$ cat src/rtl/cpu_pkg.sv
// cpu_pkg: shared FSM states, ISA field encodings and datapath control constants
package cpu_pkg;
  typedef enum logic [2:0] {
    S_WAIT, S_DECODE, S_WRITE_IMM, S_GET_A, S_GET_B, S_ALU, S_WRITE_REG, S_HALT
  } state_t;
  localparam logic [2:0] OPC_MOV = 3'b110;
  localparam logic [2:0] OPC_ALU = 3'b101;
  localparam logic [1:0] OP_MOVI = 2'b10;
  localparam logic [1:0] OP_MOVR = 2'b00;
  localparam logic [1:0] OP_CMP = 2'b01;
  localparam logic [1:0] VSEL_MDATA = 2'b00;
  localparam logic [1:0] VSEL_SXIMM8 = 2'b01;
  localparam logic [1:0] VSEL_PC = 2'b10;
  localparam logic [1:0] VSEL_C = 2'b11;
  localparam logic [1:0] ALU_ADD = 2'b00;
  localparam logic [1:0] ALU_SUB = 2'b01;
  localparam logic [1:0] ALU_AND = 2'b10;
  localparam logic [1:0] ALU_NOT = 2'b11;
endpackage

$ cat src/rtl/instr_dec.sv
// instr_dec: splits the instruction register into fields and sign-extended immediates
module instr_dec #(
  parameter int IR_W = 16,
  parameter int RN_W = 3
) (
  input  logic [IR_W-1:0] ir,
  output logic [2:0]      opcode,
  output logic [1:0]      op,
  output logic [RN_W-1:0] rn,
  output logic [RN_W-1:0] rd,
  output logic [RN_W-1:0] rm,
  output logic [1:0]      sh,
  output logic [IR_W-1:0] sximm8,
  output logic [IR_W-1:0] sximm5
);
  assign opcode = ir[15:13];
  assign op = ir[12:11];
  assign rn = ir[10:8];
  assign rd = ir[7:5];
  assign sh = ir[4:3];
  assign rm = ir[2:0];
  assign sximm8 = {{(IR_W-8){ir[7]}}, ir[7:0]};
  assign sximm5 = {{(IR_W-5){ir[4]}}, ir[4:0]};
endmodule

$ cat src/rtl/cpu_controller.sv
// cpu_controller: instruction register plus Moore control FSM driving the 16-bit datapath
// Optional CPU_CTRL_ILLEGAL_EN: unsupported encodings trap in a sticky HALT state with illegal=1.
module cpu_controller
  import cpu_pkg::*;
#(
  parameter int IR_W = 16,
  parameter int RN_W = 3
) (
  input  logic            clk,
  input  logic            rst_n,
  input  logic [IR_W-1:0] in,
  input  logic            load,
  input  logic            s,
  output logic            w,
  output logic [RN_W-1:0] readnum,
  output logic [RN_W-1:0] writenum,
  output logic            write,
  output logic            loada,
  output logic            loadb,
  output logic            asel,
  output logic            bsel,
  output logic [1:0]      shift,
  output logic [1:0]      ALUop,
  output logic            loadc,
  output logic            loads,
  output logic [1:0]      vsel,
  output logic [IR_W-1:0] sximm8,
  output logic [IR_W-1:0] sximm5
`ifdef CPU_CTRL_ILLEGAL_EN
  ,
  output logic            illegal
`endif
);
  state_t state, next;
  logic [IR_W-1:0] ir;
  logic [2:0] opcode;
  logic [1:0] op, sh;
  logic [RN_W-1:0] rn, rd, rm;
  logic is_movi, is_movr, is_alu, is_cmp, is_unary;
  instr_dec #(.IR_W(IR_W), .RN_W(RN_W)) u_dec (
    .ir(ir), .opcode(opcode), .op(op), .rn(rn), .rd(rd), .rm(rm), .sh(sh),
    .sximm8(sximm8), .sximm5(sximm5)
  );
  assign is_movi = opcode == OPC_MOV && op == OP_MOVI;
  assign is_movr = opcode == OPC_MOV && op == OP_MOVR;
  assign is_alu = opcode == OPC_ALU;
  assign is_cmp = is_alu && op == OP_CMP;
  assign is_unary = is_movr || (is_alu && op == ALU_NOT);
  always_ff @(posedge clk or negedge rst_n)
    if (!rst_n) begin
      state <= S_WAIT;
      ir <= '0;
    end else begin
      state <= next;
      if (state == S_WAIT && load) ir <= in;
    end
  always_comb begin
    next = state;
    w = 1'b0;
    readnum = '0;
    writenum = '0;
    write = 1'b0;
    loada = 1'b0;
    loadb = 1'b0;
    asel = 1'b0;
    bsel = 1'b0;
    shift = 2'b00;
    ALUop = ALU_ADD;
    loadc = 1'b0;
    loads = 1'b0;
    vsel = VSEL_MDATA;
`ifdef CPU_CTRL_ILLEGAL_EN
    illegal = 1'b0;
`endif
    case (state)
      S_WAIT: begin
        w = 1'b1;
        next = s ? S_DECODE : S_WAIT;
      end
      S_DECODE:
        next = is_movi ? S_WRITE_IMM : (is_alu && !is_unary) ? S_GET_A : is_unary ? S_GET_B :
`ifdef CPU_CTRL_ILLEGAL_EN
               S_HALT;
`else
               S_WAIT;
`endif
      S_WRITE_IMM: begin
        writenum = rn;
        vsel = VSEL_SXIMM8;
        write = 1'b1;
        next = S_WAIT;
      end
      S_GET_A: begin
        readnum = rn;
        loada = 1'b1;
        next = S_GET_B;
      end
      S_GET_B: begin
        readnum = rm;
        loadb = 1'b1;
        next = S_ALU;
      end
      S_ALU: begin
        shift = sh;
        asel = is_unary;
        ALUop = is_movr ? ALU_ADD : op;
        loadc = !is_cmp;
        loads = is_cmp;
        next = is_cmp ? S_WAIT : S_WRITE_REG;
      end
      S_WRITE_REG: begin
        writenum = rd;
        vsel = VSEL_C;
        write = 1'b1;
        next = S_WAIT;
      end
      S_HALT: begin
`ifdef CPU_CTRL_ILLEGAL_EN
        illegal = 1'b1;
`else
        next = S_WAIT;
`endif
      end
      default: next = S_WAIT;
    endcase
  end
endmodule

$ cat config.mk
export PLATFORM = sky130hd
export DESIGN_NAME = cpu_controller
export DESIGN_NICKNAME = d
export VERILOG_FILES = /design/src/rtl/cpu_pkg.sv /design/src/rtl/instr_dec.sv /design/src/rtl/cpu_controller.sv
export SDC_FILE = /design/constraint.sdc
export NUM_CORES = 1
export LEC_CHECK = 0
export CORE_ASPECT_RATIO = 0.6
export CORE_UTILIZATION = 39
export CTS_CLUSTER_DIAMETER = 150
export CTS_CLUSTER_SIZE = 14
export DETAILED_ROUTE_END_ITERATION = 6
export PLACE_DENSITY = 0.8
export REMOVE_ABC_BUFFERS = 1
export SETUP_SLACK_MARGIN = 0.15
export SLEW_MARGIN = 20
export SYNTH_ARGS = -nofsm -noshare
export SYNTH_HDL_FRONTEND = slang
export SYNTH_SLANG_ARGS = --single-unit
$ cat constraint.sdc
create_clock -name clk -period 1.91 [get_ports clk]
set_input_delay 0.191 -clock clk [delete_from_list [all_inputs] [get_ports clk]]
set_output_delay 0.191 -clock clk [all_outputs]
set_load 0.02 [all_outputs]
* After elaboration in Yosys (flattened, before gate mapping)
Index checks and enable logic that the tools add are counted.
** Operators by class
- Eq/ne operators :: 12
- Multiplexer cells :: 19
- Reduce and logical (&&, ||, !) cells :: 13
** Operator list (count)
- 3-bit == test (second input constant) :: 6
- 3-bit one-hot mux with 6 select lines :: 1
- 3-bit 2-to-1 mux :: 4
- 3-bit one-hot mux with 2 select lines :: 2
- 1-bit 2-to-1 mux :: 8
- 3-bit by 2-bit == test with 1-bit output (second input constant) :: 2
- 1-bit logical AND :: 6
- 2-bit 2-to-1 mux :: 3
- 2-bit == test (second input constant) :: 2
- 2-bit one-hot mux with 2 select lines :: 1
- 3-bit by 1-bit == test with 1-bit output (second input constant) :: 1
- 3-bit logical NOT :: 1
- 3-bit OR reduction :: 1
- 2-bit by 1-bit == test with 1-bit output (second input constant) :: 1
- 1-bit logical NOT :: 2
- 2-bit logical NOT :: 1
- 2-bit OR reduction :: 1
- 1-bit logical OR :: 1
** Word-level totals
- Bits in registers :: 19
- Input port bits :: 20
- Output and inout port bits :: 52
- Word-level logic and storage cells :: 46

* Logic depth before layout (Yosys ltp)
Gate-level depths: netlist of run 1.
- Word-level depth :: 8
- Gate-level depth with buffers :: 6
- Gate-level depth less buffers :: 4

* By module
A second synthesis of run 1 with hierarchy kept.
** Unflattened totals
- Cells, all modules :: 140
- Area total of the unflattened synthesis :: 1441.4 um^2
** By module, submodules not included
- cpu_controller :: instances 1, cells an instance 92, area an instance 1081.0 um^2, seq. area each 475.5 um^2
- instr_dec :: instances 1, cells an instance 48, area an instance 360.3 um^2, seq. area each 0.0 um^2

* Worst setup path after synthesis of run 1
No wires, ideal clock.
- Kind :: register -> output
- Start :: reg state[1]
- End :: out readnum[0]
- Data arrival time :: 1562 ps
- Required time :: 1719 ps
- Path slack :: 157 ps
- Cell stages (with the launch flop) :: 4
- Buffers on the path :: 1
- Path through :: dfrtp_1 -> buf_6 -> nor3b_1 -> a22o_1
** Between the ends
- Cells in the longest elaborated chain, start to end :: 2
- Elaborated cells on any way between the ends :: 3
- Those cells by class :: eq/ne (2); mux (1)
** Ends and longest elaborated chain
- start, declared :: RTL line cpu_controller.sv:34 : state_t state, next;
- start signal, assigned :: RTL line cpu_controller.sv:54 : state <= next;
- 3-bit == test / 3-bit by 2-bit == test with 1-bit output (equally long branches) :: RTL line cpu_controller.sv:75 : case (state)
- 3-bit one-hot mux with 2 select lines (*) :: RTL line cpu_controller.sv:75
- end, declared :: RTL line cpu_controller.sv:15 : output logic [RN_W-1:0] readnum,
Mark *: on every way between the ends. The rest lies on a longest branch, timed or not.

* Worst setup path after layout of run 1
- Start :: reg state[0]
- End :: out loadb
** Between the ends
- Cells in the longest elaborated chain, start to end :: 2
** Ends and longest elaborated chain
- 3-bit == test :: RTL line cpu_controller.sv:75
- 1-bit 2-to-1 mux :: RTL line cpu_controller.sv:75
- end, declared :: RTL line cpu_controller.sv:19 : output logic loadb,
Every way passes these cells.

==> results of run 1 <==
[per-stage QoR]
| stage | setup slack, ns | power (uW) | setup TNS (ns) | cell area, um^2 | cells |
|---|---|---|---|---|---|
| after CTS | 0.0705 | 3380 | 0 | 1870 | 211 |
| after detailed placement | 0.0984 | 3130 | 0 | 1840 | 207 |
| after floorplan | -0.560 | 2030 | -2.97 | 1020 | 84 |
| after global placement | 0.115 | 3100 | 0 | 1840 | 207 |
| final | 0.210 | 3400 | 0 | 1870 | 213 |
| after global routing | 0.141 | 3590 | 0 | 1870 | 213 |
[cells in the final DEF, fill, tap and decap left out, types with 5 or more instances in the layout]
master / netlist / layout
clkdlybuf4s50_1: 0 / 51
dfrtp_1: 19 / 17
nand2_1: 5 / 5
mux2_2: 7 / 7
dlygate4sd2_1: 0 / 9
and2_1: 5 / 5
clkbuf_2: 0 / 6
mux2_4: 10 / 10
nor2_1: 8 / 8
buf_4: 35 / 10
[power by group through the flow]
stage               registers [uW]  clock network [uW]  logic, uW
floorplan                     1320                   0        710
global placement               862                   0       2240
detailed placement             880                   0       2250
CTS                            880                 293       2210
global route                   927                 307       2360
finish                         883                 285       2230
[final timing paths]
path / to / slack [ns] / cells past startpoint
setup / recovery: loadb / 0.21 / 4
hold / removal: ir[4]$_DFFE_PN0P_ / 0.26 / 2
setup reg to reg: ir[15]$_DFFE_PN0P_ / 0.24 / 5
hold reg to reg: ir[8]$_DFFE_PN0P_ / 0.55 / 1
max in group asynchronous: ir[12]$_DFFE_PN0P_ / 1.43 / 2
min in group clk: ir[4]$_DFFE_PN0P_ / 0.54 / 2
[logic make-up (layout without fill, tap and decap cells)]
family	count (synthesis)	after routing	share of synthesized area, %
AO/OA/AOI/OAI	10	10	5.95
multiplexers	20	20	19.3
AND/OR/NAND/NOR	32	32	14.4
buffers and inverters	42	86	24.7
flip-flops	19	19	35.3
other	1	1	0.279
[routing by layer]
layer	part of all wire, %	vias to the layer above	track usage, %
li1	-	469	-
met1	46	469	19.7
met2	46	44	25.0
met3	8.0	2	5.71
met4	0.70	0	2.26
met5	0	-	0
[registers in the layout (all words and copies together), names as in the netlist]
name,flops
ir,16
state,3
[cell type report]
class	instances	area share [%]
flip-flops and latches	19	25.6
repair buffers	80	39.3
inverters	2	0.402
multi-input cells	63	29.1
clock buffers	3	2.21
well taps	45	3.02
clock inverters	1	0.402
[timing repair]
action / 4_1_cts / 5_1_grt
resized for setup: 29 / 15
setup buffers: 0 / 2
hold buffers: 0 / 0
endpoints found under the setup margin: 19 / 23
==> key figures, run 1 <==
Run status
  – Status: completed

Finish
  – Layout cells sized above 1: 28.0%
  – Area growth from synthesis to layout: 38.8%
  – Fin util: 57.2%
  – Multi-input logic area: 543 um^2
  – # fillers: 267
  – Fin nets: 189
  – Reg area: 478 um^2
  – Ant diodes: 0

Yosys
  – Register area share after synthesis: 35.3%
  – Area contributors post-synth: dfrtp_1 35%, buf_4 20%, mux2_4 11%
  – Synth async-reset ratio: 100%
  – Most common cell in the netlist: buf_4
  – Synth warn: 0
  – EDFF count, synth: 0
  – Post-synth top area cell: dfrtp_1
  – Synthesized cell area: 0.00135 mm^2
  – Area share of the largest cell type after synthesis: 35.3%
  – Synth Flop Type: dfrtp_1
  – Synth unique cells: 30
  – Cells after Synth: 124
  – #FFs+latches synth: 19
  – Avg Inst Size Synth: 10.8 um^2
  – Top cells by count, synth: 35 x buf_4, 19 x dfrtp_1, 10 x mux2_4, 8 x nor2_1, 7 x mux2_2

Clock network
  – CTS tree: yes
  – Root Buffer: clkbuf_8
  – TritonCTS buffer count: 3
  – Skew-Pair Late Insertion Delay: 0.26 ns
  – CTS max path bufs: 2
  – CTS clk-pin slew, worst paths: 0.07 ns
  – Clock sinks: 19
  – H-tree levels: 1

Setup path
  – CP max stage cell: dfrtp_1
  – CP startpoint: state[0]$_DFF_PN0_
  – Crit-path leading delay family: buffers and inverters
  – Crit path DAT: 1.51 ns
  – CP peak stage delay: 0.41 ns
  – Launch point of the worst reg-to-reg path: state[0]$_DFF_PN0_
  – CP Cell Sequence: buf_4 -> nor3b_1 -> buf_4 -> dlygate4sd2_1
  – Crit path top cell by count: buf_4
  – Worst EP required: 1.72 ns
  – Crit Path Class: reg -> out
  – WP buf/inv: 3
  – CP startpoint kind: register
  – Worst-path fanout max: 4
  – Critical Path Sink Type: output pin

GRT
  – Number of global-route vias before repair: 886
  – Overall routing resource usage: 15.1%
  – Initial antenna violation count: 0
  – Global-route wire length before repair: 4150 um
  – GRT Residual Overflow: 0
  – Largest net degree at the start of global routing: 20

Power and ir drop
  – Worst vdd ir: 0.00113 V
  – Pwr Density: 1820 mW/mm^2
  – Internal power: 1940 uW
  – Sequential Power Share: 26.0%
  – Switching Fraction: 43.1%
  – Clock group share of total power: 8.4%
  – Gate power share: 65.7%
  – Psw: 1460 uW
  – Leak Pwr: 0.000824 uW

Place
  – Global placement routability congestion: 0.729
  – Port bufs: 70
  – DP HPWL: 2080 um

Routing
  – Post-DRT Antenna Nets: 0
  – TritonRoute pass-1 iters: 4
  – Initial DRC count: 50
  – Post-DR wirelength/cell: 13.4 um
  – Via Count: 984
  – WL final: 2860 um
  – Via density: 4.62
  – Drt drc: 0

Timing
  – Unrepaired setup endpoints after global routing: no
  – Tcrit/Tclk final: 89.0%
  – Final-report setup violation count: 0
  – Slew Limit Fails: 0
  – Period minus WS final: 1.70 ns
  – Final Skew: 0.00340 ns
  – Hold Fails Final Rpt: 0
  – Fmax: 0.588 GHz
  – Final hold slack: 0.259 ns

Die
  – Initial Util: 41.2%
  – Core Footprint: 0.00326 mm^2
  – Die width: 77.8 um
  – Core Rows: 16
  – Boundary Pins: 72
  – Die ar.: 0.00370 mm^2
  – Die height: 47.5 um

Flow run
  – Max_cap viols: 0

Hold path
  – Hold WC Path Type: in -> async
(Power assumes the default switching activity.)
==> run 2, diff against run 1 <==
--- a/config.mk
+++ b/config.mk
@@ -6,6 +6,7 @@
 export NUM_CORES = 1
 export LEC_CHECK = 0
 export CORE_ASPECT_RATIO = 0.6
+export CORE_MARGIN = 1.5
 export CORE_UTILIZATION = 39
 export CTS_CLUSTER_DIAMETER = 150
 export CTS_CLUSTER_SIZE = 14
==> key figures, run 2 (same netlist as run 1, synthesis figures left out) <==
Setup path
  – WP buf/inv: 2 (was 3)
  – CP startpoint kind: register (unchanged)
  – Crit path DAT: 1.47 ns (was 1.51 ns)
  – Worst EP required: 1.72 ns (about the same)
  – CP max stage cell: dfrtp_2 (was dfrtp_1)
  – Crit Path Class: reg -> out (unchanged)
  – CP peak stage delay: 0.46 ns (was 0.41 ns)
  – Critical Path Sink Type: output pin (unchanged)
  – Worst-path fanout max: 8 (was 4)
  – CP Cell Sequence: buf_4 -> mux2i_1 -> nor2_1 -> dlygate4sd2_1 (was buf_4 -> nor3b_1 -> buf_4 -> dlygate4sd2_1)
  – Crit-path leading delay family: buffers and inverters (unchanged)

Routing
  – Post-DRT Antenna Nets: 0 (unchanged)
  – Drt drc: 0 (unchanged)
  – Initial DRC count: 71 (was 50)
  – Via density: 4.76 (was 4.62)
  – Post-DR wirelength/cell: 14.6 um (was 13.4 um)
  – Via Count: 1024 (was 984)
  – TritonRoute pass-1 iters: 4 (unchanged)
  – WL final: 3140 um (was 2860 um)

Power and ir drop
  – Power, Total: 3470 uW (was 3400 uW)
  – Pwr Density: 1850 mW/mm^2 (was 1820 mW/mm^2)
  – Worst vdd ir: 0.000965 V (was 0.00113 V)
  – Leak Pwr: 0.000839 uW (was 0.000824 uW)

Finish
  – Final cell count without fillers: 215 (was 213)
  – Area growth from synthesis to layout: 39.3% (was 38.8%)
  – Reg area: 480 um^2 (was 478 um^2)
  – Largest register FFs: 16 (unchanged)
  – Layout cells sized above 1: 28.8% (was 28.0%)
  – Top reg by flops: ir (unchanged)
  – Fin nets: 191 (was 189)
  – Most frequent cells in the layout: 51 x clkdlybuf4s50_1, 15 x dfrtp_1, 11 x buf_4, 10 x mux2_4, 10 x dlygate4sd2_1 (was 51 x clkdlybuf4s50_1, 17 x dfrtp_1, 10 x mux2_4, 10 x buf_4, 9 x dlygate4sd2_1)
  – Registers with the most flip-flops: ir (16), state (3) (unchanged)
  – Ant diodes: 0 (unchanged)
  – Multi-input logic area: 539 um^2 (was 543 um^2)
  – # fillers: 306 (was 267)
  – Most common cell after layout, fill and taps aside: clkdlybuf4s50_1 (unchanged)

GRT
  – Number of global-route vias before repair: 997 (was 886)
  – Overall routing resource usage: 17.6% (was 15.1%)
  – Global-route wire length before repair: 5130 um (was 4150 um)
  – Largest net degree at the start of global routing: 20 (unchanged)
  – GRT Residual Overflow: 0 (unchanged)
  – Initial antenna violation count: 0 (unchanged)

Die
  – Core Footprint: 0.00328 mm^2 (was 0.00326 mm^2)
  – Die width: 78.8 um (was 77.8 um)
  – Core Rows: 16 (unchanged)
  – Die ar.: 0.00382 mm^2 (was 0.00370 mm^2)
  – Boundary Pins: 72 (unchanged)
  – Initial Util: 41.0% (was 41.2%)
  – Die height: 48.5 um (was 47.5 um)

Place
  – Global placement routability congestion: 0.784 (was 0.729)
  – Cells after DPL: 209 (was 207)
  – Port bufs: 70 (unchanged)
  – DP HPWL: 2260 um (was 2080 um)

Clock network
  – TritonCTS buffer count: 3 (unchanged)
  – CTS tree: yes (unchanged)
  – Clock sinks: 19 (unchanged)
  – CTS max path bufs: 2 (unchanged)
  – H-tree levels: 1 (unchanged)
  – CTS clk-pin slew, worst paths: 0.07 ns (about the same)
  – Skew-Pair Late Insertion Delay: 0.26 ns (about the same)
  – Root Buffer: clkbuf_8 (unchanged)

Timing
  – Period minus WS final: 1.66 ns (was 1.70 ns)
  – Tcrit/Tclk final: 87.0% (was 89.0%)
  – Final Skew: 0.00196 ns (was 0.00340 ns)
  – Fmax: 0.602 GHz (was 0.588 GHz)
  – Slew Limit Fails: 0 (unchanged)
  – Final-report setup violation count: 0 (unchanged)
  – Hold Fails Final Rpt: 0 (unchanged)
  – Unrepaired setup endpoints after global routing: no (unchanged)

Flow run
  – Max_cap viols: 0 (unchanged)

Run status
  – Status: completed (unchanged)

Hold path
  – Hold WC Path Type: in -> async (unchanged)
## run 2: where the power goes
| part | switching, uW | internal [uW] |
|---|---|---|
| registers | 277 | 612 |
| clock network | 136 | 148 |
| logic | 1080 | 1220 |
## run 2: per-layer routing
metal / global-route usage (%) / wire, um / part of all wire [%] / vias to the layer above
li1: - / - / - / 480
met1: 22.3 / 1370 / 44 / 485
met2: 28.7 / 1430 / 45 / 57
met3: 7.55 / 329 / 10 / 2
met4: 2.63 / 8 / 0.26 / 0
met5: 0 / 0 / 0 / -
## run 2: final timing paths
check	start	end	slack, ns	depth (start not counted)
max	state[2]$_DFF_PN0_	writenum[2]	0.25	4
min	rst_n	ir[4]$_DFFE_PN0P_	0.27	2
max reg2reg	state[2]$_DFF_PN0_	ir[2]$_DFFE_PN0P_	0.27	5
min reg2reg	state[1]$_DFF_PN0_	state[1]$_DFF_PN0_	0.54	1
max in group asynchronous	rst_n	state[2]$_DFF_PN0_	1.42	2
min in group clk	in[3]	ir[3]$_DFFE_PN0P_	0.54	2
## run 2: area by class of cell
| type | instances | area share, % |
|---|---|---|
| clock buffers | 4 | 2.40 |
| inverters | 2 | 0.401 |
| multi-input cells | 63 | 28.8 |
| flip-flops and latches | 19 | 25.6 |
| well taps | 45 | 3.00 |
| repair buffers | 82 | 39.8 |
## run 2: per-stage QoR
stage                     hold slack (ns)  setup TNS (ns)  setup WS, ns  util (%)  instance area, um^2
after floorplan                    -0.105           -2.97        -0.560         -                 1020
after global placement              0.538               0        0.0924      56.4                 1850
after detailed placement            0.541               0         0.124      56.4                 1850
after CTS                           0.270               0         0.136      57.2                 1880
after global routing                0.288               0         0.165      57.1                 1870
final                               0.267               0         0.248      57.1                 1870
## run 2: repair_timing
action                     in CTS  in global routing
buffers inserted                0                  2
pin swaps                       0                  1
gates resized for setup        24                 20
hold buffers                    0                  0
setup endpoints to repair      19                 27
